==> config.mk <==
export PLATFORM = sky130hd
export DESIGN_NAME = serial_branch_comp
export DESIGN_NICKNAME = d
export VERILOG_FILES = /design/src/rtl/serial_branch_comp_pkg.sv /design/src/rtl/serial_branch_comp_fourbits.sv /design/src/rtl/serial_branch_comp.sv
export SDC_FILE = /design/constraint.sdc
export NUM_CORES = 1
export LEC_CHECK = 0
export CAP_MARGIN = 10
export CELL_PAD_IN_SITES_DETAIL_PLACEMENT = 1
export CELL_PAD_IN_SITES_GLOBAL_PLACEMENT = 2
export CORE_MARGIN = 2
export CORE_UTILIZATION = 31
export CTS_CLUSTER_SIZE = 10
export DETAILED_ROUTE_END_ITERATION = 6
export HOLD_SLACK_MARGIN = 0.02
export PLACE_DENSITY_LB_ADDON = 0.25
export SLEW_MARGIN = 20
export SYNTH_ARGS = -nofsm -noshare
export SYNTH_HDL_FRONTEND = slang
export SYNTH_SLANG_ARGS = --single-unit
==> constraint.sdc <==
create_clock -name clk -period 2.3 [get_ports clk]
set_clock_uncertainty 0.1 [all_clocks]
set_input_delay 0.46 -clock clk [delete_from_list [all_inputs] [get_ports clk]]
set_output_delay 0.46 -clock clk [all_outputs]
set_load 0.005 [all_outputs]
==> src/rtl/serial_branch_comp_pkg.sv <==
// Shared definitions for the serial branch-condition evaluator.
//   XLEN     : default operand width
//   state_t  : control FSM encoding
//   F3_*     : RV32I branch funct3 codes
package serial_branch_comp_pkg;

  localparam int unsigned XLEN = 32;

  typedef enum logic [1:0] {
    IDLE,
    RUN,
    DONE
  } state_t;

  localparam logic [2:0] F3_BEQ  = 3'b000;
  localparam logic [2:0] F3_BNE  = 3'b001;
  localparam logic [2:0] F3_BLT  = 3'b100;
  localparam logic [2:0] F3_BGE  = 3'b101;
  localparam logic [2:0] F3_BLTU = 3'b110;
  localparam logic [2:0] F3_BGEU = 3'b111;

endpackage

==> src/rtl/serial_branch_comp_fourbits.sv <==
// 4-bit cascadable magnitude comparator.
//   a, b                   : nibbles compared at this significance
//   eq_in, lt_in, gt_in    : result of the lower-significance nibbles
//   eq_out, lt_out, gt_out : combined result
// A difference at this nibble overrides the cascade. Equal nibbles pass
// the cascade through unchanged.
module fourbits_comp (
  input  logic [3:0] a,
  input  logic [3:0] b,
  input  logic       eq_in,
  input  logic       lt_in,
  input  logic       gt_in,
  output logic       eq_out,
  output logic       lt_out,
  output logic       gt_out
);

  always_comb begin
    eq_out = eq_in;
    lt_out = lt_in;
    gt_out = gt_in;
    if (a < b) begin
      eq_out = 1'b0;
      lt_out = 1'b1;
      gt_out = 1'b0;
    end else if (a > b) begin
      eq_out = 1'b0;
      lt_out = 1'b0;
      gt_out = 1'b1;
    end
  end

endmodule

==> src/rtl/serial_branch_comp.sv <==
// Multi-cycle RV32I branch-condition evaluator. Operands are compared one
// nibble per cycle, LSB nibble first, through a single 4-bit comparator
// cell whose outputs are registered and fed back as the cascade.
//   clk, rst             : clock, async active-high reset
//   in_valid / in_ready  : request handshake (rs1, rs2, funct3)
//   flush                : aborts the in-flight request
//   out_valid / out_ready: result handshake (taken, eq, lt, illegal)
module serial_branch_comp #(
  parameter int unsigned XLEN = serial_branch_comp_pkg::XLEN
) (
  input  logic            clk,
  input  logic            rst,
  input  logic            in_valid,
  output logic            in_ready,
  input  logic [XLEN-1:0] rs1,
  input  logic [XLEN-1:0] rs2,
  input  logic [2:0]      funct3,
  input  logic            flush,
  output logic            out_valid,
  input  logic            out_ready,
  output logic            taken,
  output logic            eq,
  output logic            lt,
  output logic            illegal
);

  import serial_branch_comp_pkg::*;

  localparam int unsigned NSTEP = XLEN / 4;
  localparam int unsigned CW    = (NSTEP > 1) ? $clog2(NSTEP) : 1;
  localparam logic [CW-1:0] LAST = CW'(NSTEP - 1);

  state_t state, state_nxt;

  logic [XLEN-1:0] a_reg, b_reg;
  logic [2:0]      f3_reg;
  logic [CW-1:0]   cnt;
  logic            c_eq, c_lt, c_gt;

  logic [3:0] a_nib, b_nib;
  logic       n_eq, n_lt, n_gt;
  logic       is_signed, is_illegal, last_step, done;

  assign is_signed  = (f3_reg[2:1] == 2'b10);
  assign is_illegal = (f3_reg[2:1] == 2'b01);
  assign last_step  = (cnt == LAST);
  assign done       = (state == DONE);

  // Inverting both sign bits on the MSB step maps signed order onto
  // unsigned order, so the same magnitude cell serves BLT/BGE.
  always_comb begin
    a_nib = a_reg[{cnt, 2'b00} +: 4];
    b_nib = b_reg[{cnt, 2'b00} +: 4];
    if (is_signed && last_step) begin
      a_nib[3] = ~a_nib[3];
      b_nib[3] = ~b_nib[3];
    end
  end

  fourbits_comp u_cell (
    .a      (a_nib),
    .b      (b_nib),
    .eq_in  (c_eq),
    .lt_in  (c_lt),
    .gt_in  (c_gt),
    .eq_out (n_eq),
    .lt_out (n_lt),
    .gt_out (n_gt)
  );

  always_ff @(posedge clk or posedge rst) begin
    if (rst) state <= IDLE;
    else     state <= state_nxt;
  end

  always_comb begin
    state_nxt = state;
    case (state)
      IDLE: if (in_valid)                state_nxt = RUN;
      RUN:  if (flush)                   state_nxt = IDLE;
            else if (last_step)          state_nxt = DONE;
      DONE: if (flush || out_ready)      state_nxt = IDLE;
      default:                           state_nxt = IDLE;
    endcase
  end

  always_ff @(posedge clk or posedge rst) begin
    if (rst) begin
      a_reg  <= '0;
      b_reg  <= '0;
      f3_reg <= '0;
      cnt    <= '0;
      c_eq   <= 1'b1;
      c_lt   <= 1'b0;
      c_gt   <= 1'b0;
    end else if (state == IDLE && in_valid) begin
      a_reg  <= rs1;
      b_reg  <= rs2;
      f3_reg <= funct3;
      cnt    <= '0;
      c_eq   <= 1'b1;
      c_lt   <= 1'b0;
      c_gt   <= 1'b0;
    end else if (state == RUN && !flush) begin
      c_eq <= n_eq;
      c_lt <= n_lt;
      c_gt <= n_gt;
      cnt  <= last_step ? '0 : cnt + 1'b1;
    end
  end

  always_comb begin
    in_ready  = (state == IDLE) && !rst;
    out_valid = done;
    eq        = done && c_eq;
    lt        = done && c_lt;
    illegal   = done && is_illegal;
    taken     = 1'b0;
    if (done) begin
      case (f3_reg)
        F3_BEQ:  taken = c_eq;
        F3_BNE:  taken = !c_eq;
        F3_BLT:  taken = c_lt;
        F3_BGE:  taken = !c_lt;
        F3_BLTU: taken = c_lt;
        F3_BGEU: taken = !c_lt;
        default: taken = 1'b0;
      endcase
    end
  end

endmodule

==> results of run 1 <==
worst max-delay path: cells and delay by family (launching register included):
family | cells | cell delay [ps]
mux | 2 | 800
flops | 1 | 450
compound gates | 2 | 310
fa+ha+maj | 1 | 270
buf+inv | 1 | 140
simple gates | 1 | 130
power by group through the flow:
| stage | logic, mW | registers [mW] | clock network (mW) |
|---|---|---|---|
| 6_report | 1.60 | 1.80 | 0.882 |
| 3_3_place_gp | 1.28 | 1.82 | 0 |
| 3_5_place_dp | 1.31 | 1.82 | 0 |
| 4_1_cts | 1.53 | 1.81 | 0.924 |
| 2_1_floorplan | 0.912 | 1.74 | 0 |
| 5_1_grt | 1.76 | 1.85 | 0.971 |
repair_timing:
action	CTS	global route
gates resized for setup	17	6
pin swaps	0	3
setup endpoints to repair	6	5
cloned	1	0
setup buffers	4	1
cells by family (layout without fill, tap and decap cells):
kind of cell	Yosys count	count (layout)	share of synthesized area (%)
flip-flops	74	74	53.4
adder cells (fa/ha/maj)	6	6	2.17
multiplexers	95	95	35.0
XOR/XNOR	4	4	1.01
buffers and inverters	15	114	2.27
AND/OR/NAND/NOR	22	22	3.72
AO/OA/AOI/OAI	11	11	2.38
worst paths after layout:
path                            slack, ps               endpoint  depth (start not counted)
worst max register to register         -5       c_lt$_DFFE_PP0P_                          7
max in group asynchronous            1270     cnt[0]$_DFFE_PP0P_                          3
worst max-delay path                   -5       c_lt$_DFFE_PP0P_                          7
min in group asynchronous             490  a_reg[11]$_DFFE_PP0P_                          3
worst min-delay path                  390  b_reg[18]$_DFFE_PP0P_                          1
worst min register to register        390  b_reg[18]$_DFFE_PP0P_                          1
synth_stat cells:
| cell | n |
|---|---|
| mux4_2 | 14 |
| o21ai_1 | 1 |
| xor2_1 | 3 |
| ha_1 | 6 |
| inv_1 | 3 |
| nand2b_1 | 1 |
| mux2_1 | 15 |
| or3_1 | 1 |
| nor3b_1 | 2 |
| a22o_1 | 1 |
| dfrtp_1 | 73 |
| mux2i_1 | 11 |
| mux2_2 | 55 |
| nor3_1 | 1 |
| nor2_1 | 5 |
| or3b_1 | 1 |
| buf_4 | 1 |
| o22a_1 | 1 |
| buf_2 | 9 |
| o21ai_0 | 1 |
| nand3b_1 | 1 |
| nor2b_1 | 1 |
| a211oi_1 | 1 |
| dfstp_2 | 1 |
| o211ai_1 | 1 |
| nor3b_2 | 1 |
| buf_1 | 1 |
| xnor2_1 | 1 |
| a32o_1 | 2 |
| and2_1 | 2 |
| a21oi_1 | 1 |
| a22oi_1 | 1 |
| nand4_1 | 1 |
| nand2_1 | 4 |
| a21o_1 | 1 |
| buf_6 | 1 |
| nor4b_1 | 1 |
area by class of cell:
cell class                 instances  share of cell area [%]
sequential                        74                    38.1
clock inverter                     6                   0.873
clock buffer                      10                    2.62
timing repair buffer              95                    20.7
multi-input combinational        138                    33.8
tap                              140                    3.59
inverter                           3                   0.308
through the flow:
step	power (mW)	hold WS, ps
6_report	4.28	392
5_1_grt	4.58	416
4_1_cts	4.26	398
3_5_place_dp	3.13	378
3_3_place_gp	3.10	364
2_1_floorplan	2.65	352
layer usage:
layer | vias to the layer above | global-route usage, % | share of wire, %
met2 | 50 | 22.7 | 48
met4 | 0 | 6.51 | 1.8
li1 | 1025 | - | -
met1 | 1140 | 19.7 | 46
met3 | 12 | 2.25 | 3.9
met5 | - | 0 | 0
==> flow_summary.ini, run 1 <==
[layout]
antenna_cells = 0
drive_gt1_share_pct = 36.5
synthToLayoutAreaGrowth_pct = 40.6
layout.cells.most_common = clkdlybuf4s50_1
fin_cells = 466
postLayoutCellArea_um2 = 4870
multi_input_area_um2 = 1650
ff_latch_area_um2 = 1860
nets = 399
final_cell_mix = 76 x clkdlybuf4s50_1, 70 x dfrtp_1, 53 x mux2_2, 15 x mux2_1, 14 x mux4_2
post-route-util_pct = 44.8
fill_cells = 1107

[floorplanning]
ios = 78
die_h_um = 110
design.core.area_um2 = 10900
std_cell_rows = 38
fp.dieArea_um2 = 12000
fp.dieW_um = 110
start_util_pct = 31.8

[setup_path]
worstReg2RegStart = cnt[0]$_DFFE_PP0P_
endpoint_kind = flip-flop
crit_start = cnt[0]$_DFFE_PP0P_
slowest_stage = mux4_2
setup.worst_path.class = flip-flop to flip-flop
crit_path_cell_trace = buf_12, mux4_2, mux2_4, ha_4, nor2b_4, o211ai_1, a32o_1
required_ps = 2430
slowest_delay_ps = 510
arrival_ps = 2440
startpoint_type = flip-flop
worstPathMaxFanout = 5

[sta]
fin_tns_setup_ps = -5.66
setup_slack_ps = -5.20
post-route-period-util_pct = 100
hold_viol = 0
fmax_ghz = 0.434
slew_headroom_pct = 67.4
setup_viol = 2
slew_violations = 0
final.min_clock_period_ps = 2310
rsz0062_at_grt = true
worstMarginPinSlew_ps = 488

[drt]
wirelength_um = 7800
post_drt_wl_per_cell_um = 16.7
drcViolationCount = 0
drt_iter0_drc = 49
vias_per_cell = 4.78
via_count = 2227
first_pass_iters = 4
antenna_left = 0

[logic_synthesis]
synth_top_area_share_pct = 52.7
synth-seq-area-share_pct = 53.4
synthCells = 227
avgSynthCellArea_um2 = 15.3
syn-cell-area_um2 = 3470
ys_ff_latch = 74
synthTopCellsByArea = dfrtp_1 53%, mux2_2 18%, mux4_2 9.1%, mux2_1 4.9%, mux2i_1 3.2%
yosys.area.top_type = dfrtp_1
synth_cell_types = 37
yosys_warnings = 0
syn_nets = 305

[power]
p_seq_share_pct = 42.0
p_sw_share_pct = 29.8
p_leak_nw = 1.92
cellPowerDensity_nw_per_um2 = 878
clkPwrFrac_pct = 20.6
cellInternalPower_mw = 3.01
switchingPower_mw = 1.28
combPwrFrac_pct = 37.4
vdd_drop_max_mv = 0.323

[clocking]
cts.clk_slew.worst_paths_ps = 80
postCtsHoldBufs = 0
tritoncts = yes
cts_buffer_depth = 2
cts_max_level = 3
worst_skew_pair.late_latency_ps = 340
cts_root_buf = clkbuf_8
clock-sinks = 74
numCtsBuffers = 9

[worst_hold_path]
min_from = b_reg[18]$_DFFE_PP0P_
hp-class = flip-flop to flip-flop

[placement]
preCtsSetupSlack_ps = -59.5
placed_cells = 444
hpwl_um = 5370
portBuffers = 77
gp_congestion = 0.800
placed_cell_area_um2 = 4510

[global_route]
grt_use_total_pct = 14.5
first_global_vias = 2453
antenna_found_initial = 0
grt_overflow = 0
grt_start_max_net_pins = 75
grt_pass1_wl_um = 13000

[outcome]
status = finished, violations left
violations = setup timing

[run]
maxCapViolations = 0
No activity file was read; power rests on OpenSTA's default activity.
==> run 2, diff against run 1 <==
--- a/config.mk
+++ b/config.mk
@@ -8,7 +8,6 @@
 export CAP_MARGIN = 10
 export CELL_PAD_IN_SITES_DETAIL_PLACEMENT = 1
 export CELL_PAD_IN_SITES_GLOBAL_PLACEMENT = 2
-export CORE_MARGIN = 2
 export CORE_UTILIZATION = 31
 export CTS_CLUSTER_SIZE = 10
 export DETAILED_ROUTE_END_ITERATION = 6
==> run 2 against run 1 <==
  * The run now ends clean
  * Die area decreased by 3.6%
  * Sequential share of layout area increased by 0.65 points
  * Non-clock buffer count decreased by 1
  * Maximum frequency increased by 0.78%
  * Setup slack improved by 18 ps
  * Combinational power decreased by 14%
  * Highest routed layer unchanged
==> flow_summary.ini, run 2 (same netlist as run 1, synthesis figures left out) <==
[setup_path]
startpoint_type = flip-flop
arrival_ps = 2420
required_ps = 2440
endpoint_kind = flip-flop
worstPathMaxFanout = 7
setup.worst_path.class = flip-flop to flip-flop

[floorplanning]
std_cell_rows = 38
start_util_pct = 31.8
design.core.area_um2 = 10900
ios = 78
fp.dieArea_um2 = 11600
die_h_um = 108
fp.dieW_um = 108

[sta]
slew_violations = 0
worstMarginPinSlew_ps = 420
post-route-period-util_pct = 99.4
slew_headroom_pct = 72.0
rsz0062_at_grt = true
fmax_ghz = 0.437
setup_viol = 0
final.min_clock_period_ps = 2290
fin_tns_setup_ps = 0
setup_slack_ps = 12.7
hold_viol = 0
hold_ws_ps = 391

[layout]
layout.cells.most_common = clkdlybuf4s50_1
antenna_cells = 0
final_cell_mix = 76 x clkdlybuf4s50_1, 71 x dfrtp_1, 54 x mux2_2, 15 x mux2_1, 14 x mux4_2
drive_gt1_share_pct = 34.8
nets = 398
synthToLayoutAreaGrowth_pct = 38.1

[clocking]
cts_buffer_depth = 2
cts_max_level = 3
numCtsBuffers = 9
worst_skew_pair.late_latency_ps = 340
cts_root_buf = clkbuf_8
clock-sinks = 74
tritoncts = yes
cts.clk_slew.worst_paths_ps = 80

[drt]
first_pass_iters = 4
drcViolationCount = 0
drt_iter0_drc = 57
post_drt_wl_per_cell_um = 16.3
antenna_left = 0
via_count = 2203
wirelength_um = 7580
vias_per_cell = 4.74

[global_route]
first_global_vias = 2412
grt_overflow = 0
met3_usage_pct = 2.97
use_met1_pct = 20.1
grt-busiest-layer = met2
antenna_found_initial = 0
met2_usage_pct = 22.7
grt_start_max_net_pins = 75
grt_pass1_wl_um = 12600
grt_use_total_pct = 14.6

[placement]
hpwl_um = 5380
portBuffers = 77
gp_congestion = 0.708
preCtsSetupSlack_ps = -16.2

[power]
p_leak_nw = 1.91
cellPowerDensity_nw_per_um2 = 891
vdd_drop_max_mv = 0.314

[run]
maxCapViolations = 0

[outcome]
status = completed

[worst_hold_path]
hp-class = flip-flop to flip-flop
-- run 2: cell count changes in the layout (fill, tap and decap cells not counted), sizes merged --
cell      previous run  this run
clkinv               3         2
buf                 18        17
inv                  3         2
bufinv               0         2
clkinvlp             3         2
clkbuf              10        11
-- run 2: stage by stage --
| step | cells | instance area, um^2 | util, % | power, mW |
|---|---|---|---|---|
| finish | 465 | 4790 | 44.0 | 4.27 |
| global route | 465 | 4790 | 44.0 | 4.54 |
| CTS | 463 | 4750 | 43.6 | 4.28 |
| detailed placement | 446 | 4490 | 41.2 | 3.08 |
| global placement | 446 | 4490 | 41.2 | 3.05 |
| floorplan | 227 | 3480 | - | 2.65 |
-- run 2: worst max-delay path, cell delays in order, from the launching register on --
cell	delay [ps]
dfrtp_1	380
buf_6	160
mux4_2	520
mux2_4	300
ha_4	270
nor2b_2	120
o211ai_1	100
a32o_1	220
-- run 2: area by class of cell --
class | instances | area [um^2]
inverter | 3 | 15.0
multi-input combinational | 138 | 1600
clock buffer | 11 | 141
tap | 140 | 175
clock inverter | 5 | 77.6
timing repair buffer | 94 | 930
sequential | 74 | 1860
fill | 1122 | 6100
-- run 2: worst paths after layout --
check,from,endpoint,slack (ps),cells past startpoint
max,cnt[0]$_DFFE_PP0P_,c_lt$_DFFE_PP0P_,10,7
min,a_reg[25]$_DFFE_PP0P_,a_reg[25]$_DFFE_PP0P_,390,1
max reg2reg,cnt[0]$_DFFE_PP0P_,c_lt$_DFFE_PP0P_,10,7
min reg2reg,a_reg[25]$_DFFE_PP0P_,a_reg[25]$_DFFE_PP0P_,390,1
max in group asynchronous,rst,f3_reg[2]$_DFFE_PP0P_,1260,3
min in group asynchronous,rst,state[1]$_DFFE_PP0P_,480,3
-- run 2: repair_timing --
item                       CTS  global route
hold buffers                 0             0
setup endpoints to repair    6             5
resized for setup           10             4
pin swaps                    1             0
setup buffers                1             2
-- run 2: layer usage --
| metal | part of all wire (%) | wire, um |
|---|---|---|
| met4 | 1.2 | 93 |
| met2 | 48 | 3630 |
| met1 | 48 | 3620 |
| met3 | 3.2 | 242 |
| met5 | 0 | 0 |
-- run 2: power by group --
group,internal [mW],switching [mW],total (mW)
combinational,0.845,0.521,1.37
sequential,1.60,0.178,1.78
clock,0.638,0.484,1.12
total,3.08,1.18,4.27
